$ cat src/rtl/operand_loader.sv
// rtl/operand_loader.sv - captures operand A, operand B and opcode from a shared bus on successive load strobes
module operand_loader #(
    parameter int N = 4
) (
    input  logic         clk_i,
    input  logic         rst_i,
    input  logic         load_i,
    input  logic         clear_i,
    input  logic [N-1:0] data_i,
    output logic [N-1:0] a_o,
    output logic [N-1:0] b_o,
    output logic [2:0]   opcode_o,
    output logic         valid_o,
    output logic         issue_o,
    output logic [1:0]   state_o
);

    localparam logic [1:0] S_A   = 2'b00;
    localparam logic [1:0] S_B   = 2'b01;
    localparam logic [1:0] S_OP  = 2'b10;
    localparam logic [1:0] S_RUN = 2'b11;

    logic       load_q;
    logic       load_evt;
    logic [1:0] state;
    logic [1:0] next_state;

    assign load_evt = load_i & ~load_q;

    always_comb begin
        next_state = state;
        if (load_evt) begin
            case (state)
                S_A:     next_state = S_B;
                S_B:     next_state = S_OP;
                S_OP:    next_state = S_RUN;
                default: next_state = S_B;
            endcase
        end
    end

    // load_q tracks the strobe even during reset/clear so a held strobe never fires on release
    always_ff @(posedge clk_i) begin
        load_q <= load_i;
    end

    always_ff @(posedge clk_i) begin
        if (rst_i || clear_i) begin
            state    <= S_A;
            a_o      <= '0;
            b_o      <= '0;
            opcode_o <= 3'b000;
            valid_o  <= 1'b0;
            issue_o  <= 1'b0;
        end else begin
            state   <= next_state;
            valid_o <= (next_state == S_RUN);
            issue_o <= load_evt && (state == S_OP);
            if (load_evt) begin
                case (state)
                    S_B:     b_o      <= data_i;
                    S_OP:    opcode_o <= data_i[2:0];
                    default: a_o      <= data_i;
                endcase
            end
        end
    end

    assign state_o = state;

endmodule

$ cat config.mk
export PLATFORM = sky130hd
export DESIGN_NAME = operand_loader
export DESIGN_NICKNAME = d
export VERILOG_FILES = /design/src/rtl/operand_loader.sv
export SDC_FILE = /design/constraint.sdc
export NUM_CORES = 1
export LEC_CHECK = 0
export BUFFER_PORTS_ARGS = -buffer_cell sky130_fd_sc_hd__buf_2
export CAP_MARGIN = 20
export CORE_UTILIZATION = 45
export DETAILED_ROUTE_END_ITERATION = 6
export HOLD_SLACK_MARGIN = 0.06
export PLACE_DENSITY = 0.81
export RECOVER_POWER = 25
export SLEW_MARGIN = 15
export SYNTH_ARGS = -nofsm -noshare
export SYNTH_HDL_FRONTEND = slang
export SYNTH_SLANG_ARGS = --single-unit
$ cat constraint.sdc
create_clock -name clk_i -period 1.4 [get_ports clk_i]
set_input_delay 0 -clock clk_i [delete_from_list [all_inputs] [get_ports clk_i]]
set_output_delay 0 -clock clk_i [all_outputs]
set_load 0.01 [all_outputs]
Word-level counts from Yosys, hierarchy flattened
Index checks and enable logic that the tools add are counted.

operators by class
  equality and inequality tests = 3
  muxes and demuxes = 2
  bitwise logic cells = 3
  reductions and logical operators = 6

operator list
  operator            count
  $reduce_and 2->1    3
  $eq 2x2->1 const B  2
  $pmux 2 s2          1
  $eq 2x1->1 const B  1
  $mux 2              1
  $not 1->1           2
  $reduce_or 2->1     1
  $and 1x1->1         1
  $logic_and 1x1->1   1
  $logic_or 1x1->1    1

storage, ports and cells
  bits in registers = 16
  input port bits = 8
  output and inout port bits = 15
  logic and storage cells = 21

Logic depth before layout (Yosys ltp)
Gate-level depths: netlist of run 1.

  depth in word-level cells = 4
  gate-level depth with buffers = 5
  mapped depth without buffers = 5

Worst setup path before layout of run 1
OpenSTA, ideal clock, no wires.

  path kind = reg2reg
  from = register state[0], in the netlist state_o[0]
  to = register a_o[0]
  library setup time = 0.126 ns
  arrival = 1.092 ns
  data required time = 1.274 ns
  path slack = 0.182 ns
  stages on the path, launching flop included = 6
  path buffers = 0
  period minus slack after synthesis = 1.218 ns
  path through = dfxtp_1 > inv_1 > ha_1 > nand3b_1 > nand2_1 > a21oi_1

between the ends
  cells in the longest elaborated chain, start to end = 4
  elaborated cells between the ends (all ways) = 5
  classes of those cells = 2 x eq/ne; 1 x bitwise; 2 x reduce/logical

RTL lines
  item                                             line  text
  from (decl)                                      25    logic [1:0] state;
  from (signal assigned)                           56    state <= next_state;
  $eq 2x2->1 / $eq 2x1->1 (equally long branches)  60    case (state)
  $reduce_or 2->1 (no line) *                      n/a
  $not 1->1 (no line) *                            n/a
  $reduce_and 2->1 (no line) *                     n/a
  to (signal assigned)                             63    default: a_o <= data_i;
  to (decl)                                        10    output logic [N-1:0] a_o,

Every way passes the cells marked *; elsewhere a longest branch is shown, timed or not.
A chain may end at the register's enable or synchronous reset.

==> qor.yml, run 1 <==
worstPathRequired_ps: 1570
gr-total-overflow: 0
busiest_layer: "met2"
fin_area_um2: 796
cts_max_path_buffers: 2
tritoncts: "built"
cp-start-kind: "flip-flop"
maxSlewViolCount: 0
clkLatencyLatePin_ps: 290
die_area_mm2: 0.00151
diodes: 0
worst_slew_pin_slew_ps: 490
grt_usage_pct: 21.8
p_total_mw: 0.848
worstPathCellList: "inv_1 > ha_1 > nand3b_1 > nand2_1 > a21oi_1"
drc_errors: 0
fp.dieW_um: 38.9
outcome: "completed"
areaGrowthSynthToFinish_pct: 29.8
postCtsSetupRepairBufs: 0
fin_setup_tns_ps: 0
vias: 581
crit_fanout: 6
syn-cell-area_um2: 613
place.port_buffers: 22
irDropWorstVdd_mv: 0.595
arrival_ps: 1420
fin_skew_ps: 4.68
drt_iter0_drc: 15
synth.area.top_cells: "dfxtp_1, a21oi_1, nand3_1"
rows: 12
ys_seq_area_share_pct: 52.2
slowest_delay_ps: 340
io_pins: 23
cp_num_buf_inv: 1
criticalPathCategory: "flip-flop to flip-flop"
drt_first_pass_iters: 4
fmax_ghz: 0.799
setup_violations: 0
cap_viol_max_count: 0
final_antenna_net_count: 0
placed_cell_area_um2: 714
seqPwrFrac_pct: 55.1
pwr-share-comb_pct: 8.6
clockRootBuffer: "clkbuf_4"
internal_power_mw: 0.654
yosys.area.top_type: "dfxtp_1"
syn_nets: 80
vias_per_cell: 5.19
whs_ps: 285
syn_inst: 70
cts.sinks: 16
grtUsageMet1_pct: 29.4
grt_use_met2_pct: 30.8
synth_cell_type_count: 14
rsz0062_at_grt: "false"
power.leakage_nw: 0.311
syn_avg_cell_area_um2: 8.76
power_density_mw_per_mm2: 1070
synth_warnings: 0
layout.nets: 109
slew_headroom_pct: 67.3
grt_pass1_vias: 497
layout-drive-gt1-share_pct: 22.4
fp.dieH_um: 38.9
hpwlAfterDp_um: 923
synth_top_area_share_pct: 52.2
finalHoldViolCount: 0
final.period_utilization_pct: 89.4
totalWireLength_mm: 1.32
clk_pin_slew_ps: 90
fin_crit_ps: 1250
grt_max_degree: 16
end_kind: "flip-flop"
antenna_found_initial: 0
cpMaxStageDelayCell: "dfxtp_1"
min-delay-path-class: "primary input to flip-flop"
initial_core_util_pct: 51.7
core_region_area_mm2: 0.00119
p_clk_share_pct: 36.3
wire_per_inst_um: 11.8
h-tree-depth: 1
p_sw_share_pct: 23.0
p_sw_mw: 0.195
crit_family: "simple AND/OR/NAND/NOR gates"
cts_buffers: 3
grt_pass1_wl_mm: 2.18
grtUsageMet3_pct: 5.20
synth_seq_cells: 16
gp_congestion: 0.841
-- sequential cells by signal, summed over array words and instances (netlist names), named ones only --
signal and count:
state_o 1, load_q 1, a_o 4, opcode_o 3, b_o 4, valid_o 1
issue_o 1
-- Yosys cell counts --
cell type   n
dfxtp_1    16
a21oi_1    12
nand2_1    12
nand3_1    11
nor2_1      4
nand3b_1    3
buf_6       2
ha_1        2
inv_1       2
o21ai_0     2
clkbuf_1    1
nor2b_4     1
or2_1       1
or3_1       1
-- layout by cell type (no fill, tap or decap), types with 2 or more instances in the layout --
master and instances:
a21oi_1 12, nand3b_1 3, clkbuf_1 7, dfxtp_1 15, nor2_1 4, nand2_1 12, inv_1 2, dlygate4sd3_1 5
nand3_1 11, o21ai_0 2, buf_2 15, clkbuf_4 3
-- stage by stage --
step / instances / util [%] / worst slack [ps]
after floorplan: 70 / - / 182
after global placement: 103 / 60.2 / 171
after detailed placement: 103 / 60.2 / 110
after CTS: 112 / 67.5 / 92.5
after global routing: 112 / 67.1 / 19.8
final: 112 / 67.1 / 149
-- worst reg2reg max path, stage by stage (launching register included) --
cell and delay (ps):
dfxtp_1 340, inv_1 70, ha_1 270, nand3b_1 230
nand2_1 140, a21oi_1 70
-- layout make-up --
| cell class | instances | area (um^2) |
|---|---|---|
| Inverter | 2 | 7.51 |
| Tap cell | 14 | 17.5 |
| Multi-Input combinational cell | 49 | 262 |
| Clock buffer | 4 | 36.3 |
| Timing Repair Buffer | 27 | 151 |
| Fill cell | 100 | 390 |
| Sequential cell | 16 | 322 |
-- path summary, 6_finish.rpt --
path              slack (ps)  cells after the start                 from                       end
setup reg to reg         150                      5            flip-flop       b_o[1]$_SDFFE_PP0P_
setup / recovery         150                      5            flip-flop       b_o[1]$_SDFFE_PP0P_
hold reg to reg          460                      2  b_o[0]$_SDFFE_PP0P_       b_o[0]$_SDFFE_PP0P_
hold / removal           290                      3              clear_i  opcode_o[2]$_SDFFE_PP0P_
-- per-layer routing --
metal	part of all wire, %	vias up	routed length [um]
met5	0	-	0
met4	2.6	0	34
met3	4.8	5	63
met2	44	22	586
met1	48	259	639
li1	-	295	-
-- power groups by stage --
stage	clock network, mW	logic [mW]	registers (mW)
6_report	0.308	0.0733	0.467
3_5_place_dp	0	0.0624	0.478
5_1_grt	0.341	0.0812	0.469
2_1_floorplan	0	0.0394	0.480
3_3_place_gp	0	0.0602	0.477
4_1_cts	0.313	0.0729	0.467
-- cell families (layout without fill, tap and decap cells) --
logic type               count (synthesis)  count (layout)  share of synthesized area, %
AO/OA/AOI/OAI                           14              14                          11.4
adder cells (fa/ha/maj)                  2               2                          4.08
flip-flops                              16              16                          52.2
AND/OR/NAND/NOR                         33              33                          26.7
buffers and inverters                    5              33                          5.51
-- what timing repair did --
action	4_1_cts	5_1_grt
hold buffers	5	0
endpoints found under the hold margin	12	0
endpoints found under the setup margin	0	5
gates resized for setup	0	2
No activity file was read; power rests on OpenSTA's default activity.
==> run 2, diff against run 1 <==
--- a/config.mk
+++ b/config.mk
@@ -8,8 +8,9 @@
 export BUFFER_PORTS_ARGS = -buffer_cell sky130_fd_sc_hd__buf_2
 export CAP_MARGIN = 20
-export CORE_UTILIZATION = 45
+export CORE_AREA = 2 2 39 41
 export DETAILED_ROUTE_END_ITERATION = 6
-export HOLD_SLACK_MARGIN = 0.06
-export PLACE_DENSITY = 0.81
+export DIE_AREA = 0 0 41 43
+export HOLD_SLACK_MARGIN = 0.03
+export PLACE_DENSITY = 0.83
 export RECOVER_POWER = 25
 export SLEW_MARGIN = 15
==> constraint.sdc (replaced) <==
create_clock -name clk_i -period 1.6 [get_ports clk_i]
set_input_delay 0.08 -clock clk_i [delete_from_list [all_inputs] [get_ports clk_i]]
set_output_delay 0.08 -clock clk_i [all_outputs]
set_load 0.01 [all_outputs]
==> qor.yml, run 2 (synthesis results as in run 1) <==
cap_viol_max_count: 0
power.leakage_nw: 0.288
grt_pass1_wl_mm: 1.92
grt_max_degree: 16
fill_cells: 145
clockRootBuffer: "clkbuf_4"
die_area_mm2: 0.00176
final_util_pct: 53.5
met2_length_um: 518
rows: 14
cts.sinks: 16
cp-start-kind: "flip-flop"
hpwlAfterDp_um: 894
arrival_ps: 1450
drt_first_pass_iters: 4
fp.dieW_um: 41
instances_no_fill: 109
layout_commonest_cell: "dfxtp_1"
gr-total-overflow: 0
reg_top3: "a_o: 4 flops, b_o: 4 flops, opcode_o: 3 flops"
wire_per_inst_um: 10.8
antenna_found_initial: 0
hold_path_end: "b_o[3]$_SDFFE_PP0P_"
place_inst: 105
min-delay-path-class: "primary input to flip-flop"
route.met3.wl_um: 61
layout.nets: 105
clk_pin_slew_ps: 80
multi_input_area_um2: 259
worst_slew_pin_slew_ps: 491
rsz0062_at_grt: "false"
fin_crit_ps: 1300
tritoncts: "built"
grt_pass1_vias: 465
outcome: "completed"
place.port_buffers: 22
grt_usage_pct: 16.0
maxSlewViolCount: 0
cts_max_path_buffers: 2
layout-drive-gt1-share_pct: 20.4
worstPathRequired_ps: 1750
final_cell_mix: "dfxtp_1, buf_2, nand2_1, a21oi_1, nand3_1"
end_kind: "flip-flop"
power_density_mw_per_mm2: 894
clkLatencyLatePin_ps: 280
cts_resized: 0
finalHoldViolCount: 0
hold_depth: 3
vias: 553
fin_setup_tns_ps: 0
r2r_end: "a_o[2]$_SDFFE_PP0P_"
highest_layer: "met4"
totalWireLength_mm: 1.18
core_region_area_mm2: 0.00138
placed_cell_area_um2: 717
crit_fanout: 6
final.setup.worst_slack_ps: 299
fp.dieH_um: 43
gp_congestion: 0.798
fin_area_um2: 741
criticalPathCategory: "flip-flop to flip-flop"
rr_startpoint: "state_o[0]$_SDFF_PP0_"
reg2reg_slack_ps: 300
vias_per_cell: 5.07
io_pins: 23
place_ws_ps: 328
h-tree-depth: 1
regArea_um2: 320
drt_iter0_drc: 5
slew_headroom_pct: 67.2
initial_core_util_pct: 44.3
irDropWorstVdd_mv: 0.490
areaGrowthSynthToFinish_pct: 20.8
fin_skew_ps: 3.85
diodes: 0
final_antenna_net_count: 0
setup_violations: 0
min_from: "data_i[3]"
rr_worst_depth: 5
fmax_ghz: 0.769
met1_length_um: 564
cts_buffers: 3
drc_errors: 0
final.period_utilization_pct: 81.3
run 2: how the worst max path moves through the flow:
| stage | end | depth (start not counted) | slack (ps) | startpoint |
|---|---|---|---|---|
| after global placement | a_o[3]$_SDFFE_PP0P_ | 5 | 380 | state_o[0]$_SDFF_PP0_ |
| after CTS | a_o[2]$_SDFFE_PP0P_ | 5 | 290 | state_o[0]$_SDFF_PP0_ |
| after floorplan | a_o[0]$_SDFFE_PP0P_ | 5 | 380 | state_o[0]$_SDFF_PP0_ |
| after detailed placement | a_o[2]$_SDFFE_PP0P_ | 5 | 330 | state_o[0]$_SDFF_PP0_ |
| after global routing | a_o[3]$_SDFFE_PP0P_ | 5 | 170 | state_o[0]$_SDFF_PP0_ |
| final | a_o[2]$_SDFFE_PP0P_ | 5 | 300 | state_o[0]$_SDFF_PP0_ |
run 2: repair_timing:
action	in CTS	in global routing
hold buffers	1	0
hold endpoints to repair	1	0
buffers inserted	0	0
run 2: worst max-delay path, stage by stage (launching register included):
cell	delay, ps
dfxtp_1	370
inv_1	70
ha_1	360
nand3b_1	180
nand2_1	120
a21oi_1	60
run 2: per-layer routing:
metal	track usage (%)	up-vias
li1	-	284
met1	22.0	246
met2	20.9	18
met3	4.71	5
met4	10.0	0
met5	0	-
run 2: final cells by class:
type	count	area share, %
clock buffers	3	3.04
flip-flops and latches	16	43.2
repair buffers	23	15.0
well taps	16	2.70
inverters	2	1.01
multi-input cells	49	35.0
run 2: metrics by stage:
stage | power (mW) | hold WS, ps
after global placement | 0.470 | 246
after floorplan | 0.454 | 108
after CTS | 0.673 | 64.4
final | 0.662 | 69.3
after global routing | 0.695 | 63.6
after detailed placement | 0.471 | 248
run 2: power breakdown:
group | switching, mW | total [mW] | internal [mW]
Sequential | 0.00463 | 0.409 | 0.404
Clock | 0.112 | 0.199 | 0.0872
Combinational | 0.0328 | 0.0544 | 0.0216
Total | 0.149 | 0.662 | 0.513
==> run 3, diff against run 2 <==
- ABC_AREA: default -> 1
- CORE_AREA: 2 2 39 41 -> default
- CORE_UTILIZATION: default -> 41
- DIE_AREA: 0 0 41 43 -> default
- PLACE_DENSITY: 0.83 -> 0.78
- clock period: 1.6 -> 1.1 ns (I/O delays scaled with it)
==> qor.yml, run 3 <==
rr_worst_depth: 5
hpwlAfterDp_um: 925
clkLatencyLatePin_ps: 290
synth.area.top_cells: "dfxtp_1, nand2_1, nor2_1"
grt_pass1_vias: 529
areaGrowthSynthToFinish_pct: 42.9
p_sw_share_pct: 24.1
clockRootBuffer: "clkbuf_4"
criticalPathCategory: "flip-flop to flip-flop"
grt_max_degree: 14
place.port_buffers: 22
drc_errors: 0
worst_slew_pin_slew_ps: 215
p_sw_mw: 0.269
synth_seq_cells: 16
synth_edf_count: 0
antenna_found_initial: 0
instances_no_fill: 139
io_pins: 23
end_kind: "flip-flop"
place_inst: 129
outcome: "completed"
final_antenna_net_count: 0
vias_per_cell: 4.45
synth_top_family_by_area: "simple AND/OR/NAND/NOR gates"
slew_headroom_pct: 85.7
min-delay-path-class: "primary input to flip-flop"
tritoncts: "built"
rsz0062_at_grt: "true"
initial_core_util_pct: 46.6
totalWireLength_mm: 1.43
vias: 619
crit_path_frequent_cell: "nor2_1"
layout.nets: 135
timing.critical_path.from: "state_o[0]$_SDFF_PP0_"
cts.sinks: 16
worstPathRequired_ps: 1290
fmax_ghz: 0.938
cp-start-kind: "flip-flop"
internal_power_mw: 0.848
rr_startpoint: "state_o[0]$_SDFF_PP0_"
h-tree-depth: 1
synth_compound_area_share_pct: 0
syn-cell-area_um2: 644
synth_xor_area_share_pct: 0
crit_family: "flip-flops"
slowest_delay_ps: 350
layout-drive-gt1-share_pct: 32.3
cts_max_path_buffers: 2
cp_num_buf_inv: 1
yosys-top-cells-count: "nand2_1, nor2_1, dfxtp_1, inv_1"
fin_setup_tns_ps: 0
p_clk_share_pct: 35.3
synth_cell_type_count: 8
die_area_mm2: 0.00173
reg_top3: "a_o: 4 flops, b_o: 4 flops, opcode_o: 3 flops"
place_ws_ps: -26.8
layout_commonest_cell: "nand2_1"
final.setup.worst_slack_ps: 33.9
synth_fa_ha_area_share_pct: 3.88
synth_mux_area_share_pct: 0
worstPathCellList: "buf_4 > ha_2 > nand3_4 > nor2_1 > nor2_1"
ys_seq_area_share_pct: 49.7
clk_pin_slew_ps: 100
synth_simple_gate_area_share_pct: 35.0
min_from: "rst_i"
async_flop_share_pct: 0
gr-total-overflow: 0
fin_skew_ps: 4.20
yosys.area.top_type: "dfxtp_1"
wire_per_inst_um: 10.3
crit_fanout: 9
cts_buffers: 3
grt_usage_pct: 16.7
finalHoldViolCount: 0
r2r_end: "b_o[0]$_SDFFE_PP0P_"
rows: 13
cap_viol_max_count: 0
fp.dieW_um: 41.6
cp_num_cells: 5
setup_violations: 0
fp.dieH_um: 41.6
fin_crit_ps: 1070
syn_inst: 91
synth_ff_type: "dfxtp_1"
syn_avg_cell_area_um2: 7.08
final_cell_mix: "nand2_1, nor2_1, buf_2, inv_1, dfxtp_1"
cpMaxStageDelayCell: "dfxtp_2"
irDropWorstVdd_mv: 0.907
maxSlewViolCount: 0
pwr-share-comb_pct: 11.2
fill_cells: 120
cp-endpoint: "b_o[0]$_SDFFE_PP0P_"
grt_pass1_wl_mm: 2.19
reg2reg_slack_ps: 30
synth_warnings: 0
drt_first_pass_iters: 4
syn_nets: 101
synth_top_area_share_pct: 49.7
power_density_mw_per_mm2: 1210
diodes: 0
gp_congestion: 0.748
drt_iter0_drc: 7
seqPwrFrac_pct: 53.5
arrival_ps: 1260
power.leakage_nw: 0.511
final.period_utilization_pct: 96.9
core_region_area_mm2: 0.00138
[run 3: area by class of cell]
type,instances,area [um^2],share of cell area [%]
inverters,16,60.1,6.52
clock buffers,4,36.3,3.94
flip-flops and latches,16,323,35.1
repair buffers,29,175,19.0
multi-input cells,59,308,33.4
well taps,15,18.8,2.04
[run 3: power by group through the flow]
stage          sequential, mW  clock (mW)  combinational (mW)
2_1_floorplan           0.614           0              0.0463
3_3_place_gp            0.609           0              0.0861
3_5_place_dp            0.610           0              0.0881
4_1_cts                 0.596       0.400               0.110
5_1_grt                 0.600       0.428               0.139
6_report                0.598       0.395               0.125
[run 3: worst min-delay path by stage]
stage | endpoint | slack, ps | depth (start not counted)
4_1_cts | b_o[1]$_SDFFE_PP0P_ | 170 | 5
3_3_place_gp | load_q$_DFF_P_ | 240 | 1
6_report | a_o[1]$_SDFFE_PP0P_ | 170 | 5
5_1_grt | opcode_o[2]$_SDFFE_PP0P_ | 180 | 5
2_1_floorplan | load_q$_DFF_P_ | 80 | 0
3_5_place_dp | load_q$_DFF_P_ | 230 | 1
[run 3: kinds of logic (layout without fill, tap and decap cells)]
kind of cell	count (synthesis)	after routing
and+or+nand+nor	56	57
DFF	16	16
buffers and inverters	17	49
adders and majority gates	2	2
[run 3: routing by layer]
| metal | up-vias | global-route usage, % | wire length, um |
|---|---|---|---|
| met3 | 4 | 4.35 | 52 |
| met5 | - | 0 | 0 |
| met2 | 13 | 25.6 | 696 |
| met4 | 0 | 11.6 | 42 |
| met1 | 270 | 20.3 | 638 |
| li1 | 332 | - | - |
[run 3: worst register-to-register path: stages, from the launching register on]
cell,delay (ps)
dfxtp_2,350
buf_4,110
ha_2,180
nand3_4,130
nor2_1,130
nor2_1,50
[run 3: what timing repair did]
| action | CTS | global route |
|---|---|---|
| endpoints found under the setup margin | 12 | 11 |
| gates resized for setup | 4 | 7 |
| setup buffers | 0 | 0 |
| cloned | 0 | 1 |
| hold endpoints to repair | 10 | 0 |
| hold buffers | 5 | 0 |
| pin swaps | 2 | 2 |
[run 3: stage by stage]
step | utilization [%] | area, um^2 | hold WS (ps) | power [mW]
final | 66.6 | 921 | 168 | 1.12
after global routing | 66.6 | 921 | 180 | 1.17
after CTS | 64.0 | 885 | 172 | 1.11
after detailed placement | 56.1 | 776 | 234 | 0.698
after global placement | 56.1 | 776 | 238 | 0.695
after floorplan | - | 646 | 82.7 | 0.661
